[config.mk]
export PLATFORM = sky130hd
export DESIGN_NAME = serial_xor
export DESIGN_NICKNAME = d
export VERILOG_FILES = /design/src/rtl/serial_xor.sv
export SDC_FILE = /design/constraint.sdc
export NUM_CORES = 1
export LEC_CHECK = 0
export CAP_MARGIN = 20
export CORE_AREA = 2 2 39 41
export CTS_BUF_LIST = sky130_fd_sc_hd__clkbuf_8
export DETAILED_ROUTE_END_ITERATION = 12
export DIE_AREA = 0 0 41 43
export GPL_TIMING_DRIVEN = 1
export PLACE_DENSITY = 0.6
export SLEW_MARGIN = 20
export SYNTH_ARGS = -nofsm -noshare
export SYNTH_HDL_FRONTEND = slang
export SYNTH_SLANG_ARGS = --single-unit
[constraint.sdc]
create_clock -name clk -period 1.5 [get_ports clk]
set_input_delay 0.3 -clock clk [delete_from_list [all_inputs] [get_ports clk]]
set_output_delay 0.3 -clock clk [all_outputs]
set_load 0.03 [all_outputs]
[src/rtl/serial_xor.sv]
// serial_xor: free-running bit-serial XOR of two 1-bit operands.
// Each 4-cycle pass samples {b,a} in CAPTURE, folds a into an
// accumulator in SHIFT0, then folds b in SHIFT1. The result is
// registered on xo, and ready pulses for one cycle in DONE.
// Ports:
//   clk   - rising-edge clock
//   rstn  - asynchronous active-low reset
//   a, b  - operands, sampled only on the edge leaving CAPTURE
//   xo    - registered a^b of the last completed pass
//   ready - registered one-cycle pulse marking a new xo
module serial_xor (
  input  logic clk,
  input  logic rstn,
  input  logic a,
  input  logic b,
  output logic xo,
  output logic ready
);

  localparam int unsigned STATE_W = 3;
  localparam int unsigned SR_W    = 2;

  localparam logic [STATE_W-1:0] IDLE    = 3'd0;
  localparam logic [STATE_W-1:0] CAPTURE = 3'd1;
  localparam logic [STATE_W-1:0] SHIFT0  = 3'd2;
  localparam logic [STATE_W-1:0] SHIFT1  = 3'd3;
  localparam logic [STATE_W-1:0] DONE    = 3'd4;

  logic [STATE_W-1:0] state, state_nxt;
  logic [SR_W-1:0]    sr, sr_nxt;
  logic               acc, acc_nxt;
  logic               xo_nxt;
  logic               ready_nxt;

  // State, datapath and output registers
  always_ff @(posedge clk or negedge rstn) begin
    if (!rstn) begin
      state <= IDLE;
      sr    <= '0;
      acc   <= 1'b0;
      xo    <= 1'b0;
      ready <= 1'b0;
    end else begin
      state <= state_nxt;
      sr    <= sr_nxt;
      acc   <= acc_nxt;
      xo    <= xo_nxt;
      ready <= ready_nxt;
    end
  end

  // Next-state and next-output logic; xo holds unless a pass completes
  always_comb begin
    state_nxt = state;
    sr_nxt    = sr;
    acc_nxt   = acc;
    xo_nxt    = xo;
    ready_nxt = 1'b0;
    case (state)
      IDLE: begin
        state_nxt = CAPTURE;
      end
      CAPTURE: begin
        sr_nxt    = {b, a};
        acc_nxt   = 1'b0;
        state_nxt = SHIFT0;
      end
      SHIFT0: begin
        acc_nxt   = acc ^ sr[0];
        sr_nxt    = {1'b0, sr[SR_W-1]};
        state_nxt = SHIFT1;
      end
      SHIFT1: begin
        xo_nxt    = acc ^ sr[0];
        ready_nxt = 1'b1;
        state_nxt = DONE;
      end
      DONE: begin
        state_nxt = CAPTURE;
      end
      default: begin
        state_nxt = IDLE;
      end
    endcase
  end

endmodule

* Word-level counts from Yosys, hierarchy flattened
Cells that the tools add are included.
Widths: inputs -> output; s select.
** Cells by class
- Equal/unequal tests :: 4
- Mux-type cells :: 4
- Bitwise logic cells :: 1
- Reductions and logical operators :: 3
** Operators with widths (count)
- $pmux 3 s4 :: 1
- $eq 3x2->1 const B :: 2
- $pmux 2 s2 :: 1
- $eq 3x1->1 const B :: 1
- $eq 3x3->1 const B :: 1
- $logic_not 3->1 :: 1
- $pmux 1 s2 :: 1
- $reduce_bool 2->1 :: 1
- $reduce_or 2->1 :: 1
- $mux 1 :: 1
- $xor 1x1->1 :: 1
** Storage, ports and cells
- Register bits after elaboration :: 8
- Input port bits :: 4

* Depth between registers and ports, before layout
- Depth in word-level cells :: 3
- Gate-level depth with buffers :: 4
- Depth with buffers taken out :: 3

* Worst setup path after synthesis
OpenSTA, ideal clock, no wires.
- Kind :: reg2reg
- Start :: reg state[2]
- End :: reg xo
- Library setup time :: 0.127 ns
- Data arrival time :: 0.925 ns
- Path slack :: 0.447 ns
- Stages on the path, launching flop included :: 4
- Clock period less this slack :: 1.053 ns
- Cell sequence :: dfrtp_1 -> buf_4 -> nor2_2 -> mux2_1
** Between the ends
- Longest elaborated chain between the ends :: 1
** Ends and longest elaborated chain
- from (decl) :: line 29 : logic [STATE_W-1:0] state, state_nxt;
- from (signal assigned) :: line 44 : state <= state_nxt;
- $eq 3x2->1 :: line 59 : case (state)
- to (signal assigned) :: line 47 : xo <= xo_nxt;
- to (decl) :: line 16 : output logic xo,
Every way passes these cells.
A chain may end at the register's enable or synchronous reset.

* Worst setup path in the final report
- Start :: reg xo
- End :: out xo
No word-level cell between the ends.

==> flow_summary_export.csv <==
group,metric,value,unit
die,die_w,41,um
setup_path,cp.arrival,0.95,ns
cells_and_area,n_fill_cell,134,
cts,cts_hold_buf,0,
yosys,synthTopCellsByArea,"dfrtp_1 (52%), a21oi_1 (6.5%), inv_1 (3.9%)",
cts,cts_buffer_depth,2,
job,drv.max_cap_violation_count,0,
yosys,synth_seq_cells,8,
yosys,syn_nets,40,
sta,grt_setup_unrepaired,"no",
die,start_util,0.2803,
cells_and_area,nets,48,
placement,gp_congestion,0.6541,
pwr,ir_drop,0.2842,mV
pwr,p_switching,98.18,uW
yosys,async_reset_ff_frac,1.000,
cts,post_cts_buffers,0,
cells_and_area,fin_area,478.0,um2
pwr,p_per_area,1068,nW/um2
setup_path,cp-end-kind,"primary output",
sta,min_period,1.247,ns
grt,grt_start_max_net_pins,12,
yosys,yosysTopAreaCell,"dfrtp_1",
cts,numCtsBuffers,3,
setup_path,startpoint_type,"flip-flop",
sta,clock-skew-final,0.002799,ns
pwr,p_clk_frac,0.491,
cts,root_buffer,"clkbuf_8",
sta,max-slew-margin-rel,0.7658,
die,pin_count,6,
sta,fin_hold_ws,0.3470,ns
cells_and_area,drive_gt1_frac,0.1667,
grt,overflow,0,
placement,place_area,439.2,um2
cells_and_area,layout_common_cells,"dfrtp_1 (8), a21oi_1 (5), inv_1 (4)",
setup_path,crit_path_top_delay_cell,"dlygate4sd2_1",
sta,setup_viol_count_final,0,
cells_and_area,antenna_cells,0,
route,routedWlPerCell,11.12,um
placement,port_buffers,5,
grt,antenna_found_initial,0,
pwr,p_leak,0.2186,nW
grt,grt_util_all_layers,0.08907,
yosys,syn_area,387.9,um2
setup_path,crit_type,"flip-flop to primary output",
cts,path_clk_slew,0.04,ns
sta,fmax,801.9,MHz
cts,insertion_delay,0.22,ns
cells_and_area,final_util,0.3454,
placement,dpl.hpwl,445,um
setup_path,critPathTopFamily,"buffers and inverters",
grt,grt_pass1_wl,1041,um
cells_and_area,area_delta_synth_final,23.23,%
cts,cts_tree,"done",
outcome,status,"completed",
setup_path,worst_path_largest_cell_delay,0.39,ns
pwr,p_seq_frac,0.445,
setup_path,path_cells,"dlygate4sd2_1",
yosys,synth_cells,36,
route,drt_iter0_markers,3,
sta,setup_tns,0,ns
sta,max_slew.worst_pin.slew,0.3513,ns
worst_hold_path,hold_path.class,"input pin to async pin",
yosys,synthFlopType,"dfrtp_1",
die,die_y,43,um
pwr,p_comb_frac,0.064,
route,drc_errors,0,
route,vias,274,
die,rows,14,
yosys,yosysUniqueCellTypes,20,
route,dr.pass1.iters,2,
setup_path,crit_buf_inv,1,
cells_and_area,mostFrequentLayoutCell,"dfrtp_1",
sta,fin_crit_sh,0.8313,
route,via_per_inst,4.724,
yosys,netlist.area_leader.share,0.5161,
route,ant_nets,0,
yosys,synth_seq_area_share,0.5161,
sta,hold_viol,0,
yosys,syn_area_per_cell,10.77,um2
cts,htree_num_levels,1,
cts,clkSinkCount,8,
pwr,power.share.switching,0.1923,
route,wl,645,um
sta,drv_slew,0,
setup_path,crit_fanout,2,
grt,grt_pass1_vias,255,
die,fp.dieArea,1763,um2
setup_path,crit_required,1.20,ns
die,core,1384,um2
yosys,synth_edf_count,0,
yosys,yosys_warnings,0,
pwr,p_int,412.4,uW
==> final cells by class <==
cell class,instances,area (um2),area share
Sequential cell,8,200.2,0.4188
Multi-Input combinational cell,22,153.9,0.3220
Timing Repair Buffer,5,47.55,0.09948
Clock buffer,3,41.29,0.08639
Tap cell,16,20.02,0.04188
Inverter,4,15.01,0.03141
==> power groups by stage <==
stage / registers [mW] / logic [mW] / clock network (mW)
floorplan: 0.235 / 0.0111 / 0
global placement: 0.230 / 0.0349 / 0
detailed placement: 0.230 / 0.0353 / 0
CTS: 0.227 / 0.0336 / 0.264
global route: 0.228 / 0.0364 / 0.275
finish: 0.227 / 0.0326 / 0.251
==> final timing paths <==
kind	startpoint	endpoint	slack (ns)	cells past startpoint
worst min-delay path	rstn	ready	0.35	1
worst min register to register	xo	xo	0.49	1
max in group asynchronous	rstn	state[0]	0.90	1
min in group clk	xo	xo	0.49	1
worst max-delay path	xo	xo	0.25	1
worst max register to register	state[0]	xo	0.29	3
==> per-stage QoR <==
stage | power [mW] | setup slack (ns) | cells
6_report | 0.5106 | 0.2530 | 58
5_1_grt | 0.5389 | 0.2003 | 58
3_3_place_gp | 0.2648 | 0.2302 | 55
2_1_floorplan | 0.2463 | 0.4474 | 36
3_5_place_dp | 0.2658 | 0.2124 | 55
4_1_cts | 0.5249 | 0.2377 | 58
==> cell usage after synthesis (2+ instances only) <==
master,n
dfrtp_1,8
a21oi_1,5
inv_1,4
nor2_1,2
o21ai_0,2
==> worst reg2reg max path, stage by stage, from the launching register on <==
cell and delay [ns]:
dfrtp_1 0.54, nand2_2 0.11, nor2_2 0.11, mux2_1 0.33
==> cell families (layout without fill, tap and decap cells) <==
| kind of cell | Yosys count | after routing | synth area share |
|---|---|---|---|
| compound gates | 11 | 11 | 0.1710 |
| xor+xnor | 2 | 2 | 0.04517 |
| buf+inv | 6 | 12 | 0.08709 |
| flops | 8 | 8 | 0.5161 |
| mux | 1 | 1 | 0.02903 |
| simple gates | 8 | 8 | 0.1516 |
==> metal layers <==
metal,GRT usage,vias up,wire [um]
met5,0,-,0
met4,0.04000,0,0
met3,0.04712,0,29
met2,0.1344,4,329
met1,0.09901,133,287
li1,-,137,-
==> repair_timing <==
action	4_1_cts	5_1_grt
hold endpoints to repair	0	0
gates resized for setup	2	0
setup endpoints to repair	2	0
==> state kept, by name, indices dropped and copies added, names as in the netlist <==
name and flops:
xo 1, ready 1, sr 2, state 3, acc 1
No activity file was read; power rests on OpenSTA's default activity.
